**config.mk**
```make
export PLATFORM = sky130hd
export DESIGN_NAME = cic_integ_decim
export DESIGN_NICKNAME = d
export VERILOG_FILES = /design/src/rtl/cic_integ_decim.sv
export SDC_FILE = /design/constraint.sdc
export NUM_CORES = 1
export LEC_CHECK = 0
export BUFFER_PORTS_ARGS = -buffer_cell sky130_fd_sc_hd__buf_2
export CORE_ASPECT_RATIO = 0.75
export CORE_MARGIN = 1
export CORE_UTILIZATION = 39
export CTS_CLUSTER_SIZE = 8
export DETAILED_ROUTE_END_ITERATION = 10
export GPL_ROUTABILITY_DRIVEN = 0
export GPL_TIMING_DRIVEN = 0
export SYNTH_ARGS = -nofsm -noshare
export SYNTH_HDL_FRONTEND = slang
export SYNTH_SLANG_ARGS = --single-unit
```
**constraint.sdc**
```tcl
create_clock -name clk -period 7.9 [get_ports clk]
set_input_delay 0 -clock clk [delete_from_list [all_inputs] [get_ports clk]]
set_output_delay 0 -clock clk [all_outputs]
set_load 0.05 [all_outputs]
```
**src/rtl/cic_integ_decim.sv**
```systemverilog
// cic_integ_decim: pipelined CIC integrator chain with 1-in-R decimation.
// Rev 1.0 - initial release.
`default_nettype none

module cic_integ_decim #(
   parameter int IN_WIDTH = 8,
   parameter int WIDTH    = 20,
   parameter int N_STAGES = 3,
   parameter int R        = 4
) (
   input  logic                clk,
   input  logic                rstn,
   input  logic [IN_WIDTH-1:0] in_data,
   input  logic                in_valid,
   input  logic                clear,
   output logic [WIDTH-1:0]    out_data,
   output logic                out_valid
);

   localparam int              PH_W    = (R > 2) ? $clog2(R) : 1;
   localparam logic [PH_W-1:0] PH_LAST = PH_W'(R - 1);

   if (WIDTH < IN_WIDTH + N_STAGES * $clog2(R) || N_STAGES < 1 || R < 2) begin : g_param_check
      $error("cic_integ_decim: invalid parameter set");
   end

   logic [WIDTH-1:0] acc      [N_STAGES];
   logic [WIDTH-1:0] acc_next [N_STAGES];
   logic [PH_W-1:0]  phase;
   logic [WIDTH-1:0] in_ext;

   assign in_ext = WIDTH'($signed(in_data));

   // Each stage adds the pre-edge value of the stage before it (one-cycle pipeline per stage).
   always_comb begin
      acc_next[0] = acc[0] + in_ext;
      for (int k = 1; k < N_STAGES; k++) begin
         acc_next[k] = acc[k] + acc[k-1];
      end
   end

   always_ff @(posedge clk or negedge rstn) begin
      if (!rstn) begin
         for (int k = 0; k < N_STAGES; k++) begin
            acc[k] <= '0;
         end
         phase     <= '0;
         out_data  <= '0;
         out_valid <= 1'b0;
      end else if (clear) begin
         for (int k = 0; k < N_STAGES; k++) begin
            acc[k] <= '0;
         end
         phase     <= '0;
         out_valid <= 1'b0;
      end else begin
         out_valid <= 1'b0;
         if (in_valid) begin
            for (int k = 0; k < N_STAGES; k++) begin
               acc[k] <= acc_next[k];
            end
            if (phase == PH_LAST) begin
               phase     <= '0;
               out_data  <= acc_next[N_STAGES-1];
               out_valid <= 1'b1;
            end else begin
               phase <= phase + PH_W'(1);
            end
         end
      end
   end

endmodule

`default_nettype wire
```
==> impl_results.md <==
- Final Cycle Share: 36.7%
- Clock buffer depth: 2
- CP Class: register to register
- Post-Synthesis Cell Area: 6260 um2
- GRT Overall Usage: between 20% and 30%
- Root Driver: clkbuf_16
- Post-CTS Hold Buffers: 1
- Place WS: 5.09 ns
- M1 WL: around 8500 um
- Reg power frac: approximately 34%
- Initial DRC count: 414
- I/O pin count: 33
- Post-synthesis cell count: 705
- Wire length per cell: 17.7 um
- Post-synth ARST share: 100%
- Yosys cell types: 70
- Vias in the first global route: 5,186
- Leak: 0.00334 uW
- Antenna violations before repair: 0
- Critical path arrival: about 3.1 ns
- Average size of a mapped cell: 8.88 um2
- YS warnings: 0
- CP Cell Sequence: ha_1 -> fa_1 -> a211oi_2 -> nor2_1 -> o31ai_2 -> o21ai_1 -> a31oi_1 -> nor4_1 -> a221o_1
- Die H: 112 um
- Final Hold Vio Count: 0
- CTS tree: yes
- PortBufs: 32
- First-pass GRT wire length: 27,200 um
- Nets: roughly 800
- PostCTS Resize Cnt: 0
- WL met3: roughly 1200 um
- PD cells: 210 nW/um2
- Min-Delay Path Class: primary input to register
- Max-slew headroom: between 30% and 40%
- Initial Util: between 40% and 50%
- Max incr delay on CP: 0.46 ns
- Fraction of layout cells with a size suffix above 1: roughly 9.8%
- Status: finished, final reports clean
- Core box area: 15,500 um2
- Slowest cell on crit path: fa_1
- Worst Skew: about 0.013 ns
- Net Switching: about 530 uW
- Fin. max-slew vios: 0
- Inserted Clock Buffers: 9
- Setup Fix Bufs, Post-CTS: 0
- Number of max-cap violations: 0
- Max layer used: met4
- Routed vias: 5,634
- GRT overflow: 0
- Initial DRT Pass Iterations: 6
- RSZ-0062 raised after global routing: no
- #FFs+latches synth: just over 80
- Startpoint Class: register
- Clock share of power: about 34%
- Final Critical Period: 2.90 ns
- Clock transition at path regs: about 0.070 ns
- Worst Path Required: 8.12 ns
- PnR worst setup slack: 5.00 ns
- # clock sinks: between 80 and 90
- Post-synthesis sequential area ratio: approximately a third
- Family with the most delay on the worst path: compound AO/OA/AOI/OAI gates
- Synth Flop Type: dfrtp_1
- Antenna viol nets, final: 0
- Rows: 39
- Fill cells: 1,519
- Int Pwr: just under 1000 uW
- Critical Path End Type: register
- Max FO, Critical Path: 4
- Die area: 16,600 um2
- Die Wd: 148 um
- Storage cell area: 2080 um2
- Layout area overhead: 12.8%
- Remaining DRCs: 0
- Vias per cell: 5.87
- WL final: 17,000 um
- Multi-input gate area: 4010 um2
- Antenna cells: 0
- Worst skew pair latency: 0.34 ns
- Maximum vdd ir drop: 0.136 mV
- Max Freq: 0.345 GHz
- Switch share: 35.3%
- Final setup violation count: 0
- Number of synthesized flops with an enable pin: 0
- Comb power frac: 32.1%
- WL met2: 6980 um
- Fin Setup TNS: 0 ns
- H-tree Lvls: 3
- Final HPWL DP: about 13,000 um
- Largest net degree at the start of global routing: 55
- Syn nets: 778
- CP bufs+invs: 0
- Slew @ Worst Pin: ~0.96 ns
## Yosys cell counts (all sizes together) (5+ instances only)
cell type,n,area (um2)
o211ai,8,60.1
or3,10,62.6
mux2,8,90.1
a32oi,5,43.8
nand3b,6,45.0
nand4,10,62.6
xor2,17,149
mux2i,24,240
o21bai,7,52.6
nand2b,6,37.5
nand3,15,75.1
nor3,15,75.1
inv,16,60.1
nor2b,5,31.3
o21ai,48,240
nor3b,6,45.0
ha,58,726
a211oi,20,160
a31oi,10,62.6
o21a,8,60.1
a21o,16,120
dfrtp,83,2080
nand2,61,229
clkbuf,26,97.6
a21oi,51,263
xnor2,20,175
a211o,6,52.6
a22o,5,43.8
nor2,80,303
## tightest hold or removal path, cell delays in order
cell and delay (ns):
buf_2 0.08, ha_1 0.12, mux2i_1 0.06, nor2_1 0.08
## power groups by stage
stage               Combinational [uW]  Clock [uW]  Sequential (uW)
global placement                   455           0              517
floorplan                          327           0              541
detailed placement                 470           0              519
CTS                                473         507              511
finish                             478         498              510
global route                       526         526              516
## kinds of logic (layout without fill, tap and decap cells)
group	count (synthesis)	count (layout)	share of synthesized area [%]
AND/OR/NAND/NOR	232	232	17.7
AO/OA/AOI/OAI	213	213	22.9
flip-flops	83	83	33.2
adder cells (fa/ha/maj)	61	61	12.6
buffers and inverters	46	96	2.80
XOR/XNOR	38	38	5.54
multiplexers	32	32	5.28
## cells in the final DEF, fill, tap and decap left out, types with 16 or more instances in the layout
| cell type | n |
|---|---|
| a21o_1 | 16 |
| buf_2 | 33 |
| nand2_1 | 61 |
| clkbuf_1 | 26 |
| xor2_1 | 17 |
| nor2_1 | 79 |
| o21ai_0 | 38 |
| a21oi_1 | 49 |
| a211oi_1 | 18 |
| dfrtp_1 | 83 |
| ha_1 | 58 |
| mux2i_1 | 24 |
| xnor2_1 | 20 |
## sequential cells by signal (all words and copies together) (netlist names)
name,count
acc,60
out_data,20
phase,2
out_valid,1
## per-stage QoR
stage	hold slack, ns	util [%]	cells	total power, uW	area [um2]
after floorplan	-0.296	-	705	868	6260
after global routing	0.0869	45.7	960	1570	7070
final	0.0376	45.7	960	1490	7070
after CTS	0.0432	45.7	960	1490	7070
after global placement	0.386	43.2	942	973	6680
after detailed placement	-0.0307	43.4	943	989	6710
## final timing paths
check                      slack (ns)           end         start  depth (start not counted)
setup / recovery                 5.00       acc[54]       acc[40]                          9
setup reg to reg                 5.00       acc[54]       acc[40]                          9
min in group asynchronous        0.14     out_valid          rstn                          2
hold reg to reg                  0.48  out_data[15]  out_data[15]                          2
hold / removal                   0.04       acc[40]    in_data[0]                          4
max in group asynchronous        7.14       acc[47]          rstn                          3
## routing by layer
layer,vias up,global-route usage [%]
met2,192,29.5
met3,28,4.10
li1,2708,-
met1,2706,31.9
met4,0,5.98
met5,-,0
## area by class of cell
| type | count | area share (%) |
|---|---|---|
| Multi-Input combinational cell | 576 | 56.7 |
| Sequential cell | 83 | 29.4 |
| Tap cell | 205 | 3.63 |
| Clock buffer | 9 | 3.19 |
| Timing Repair Buffer | 34 | 2.83 |
| Clock inverter | 7 | 1.74 |
| Buffer | 30 | 1.63 |
| Inverter | 16 | 0.850 |
Power figures use the tool's default switching activity.
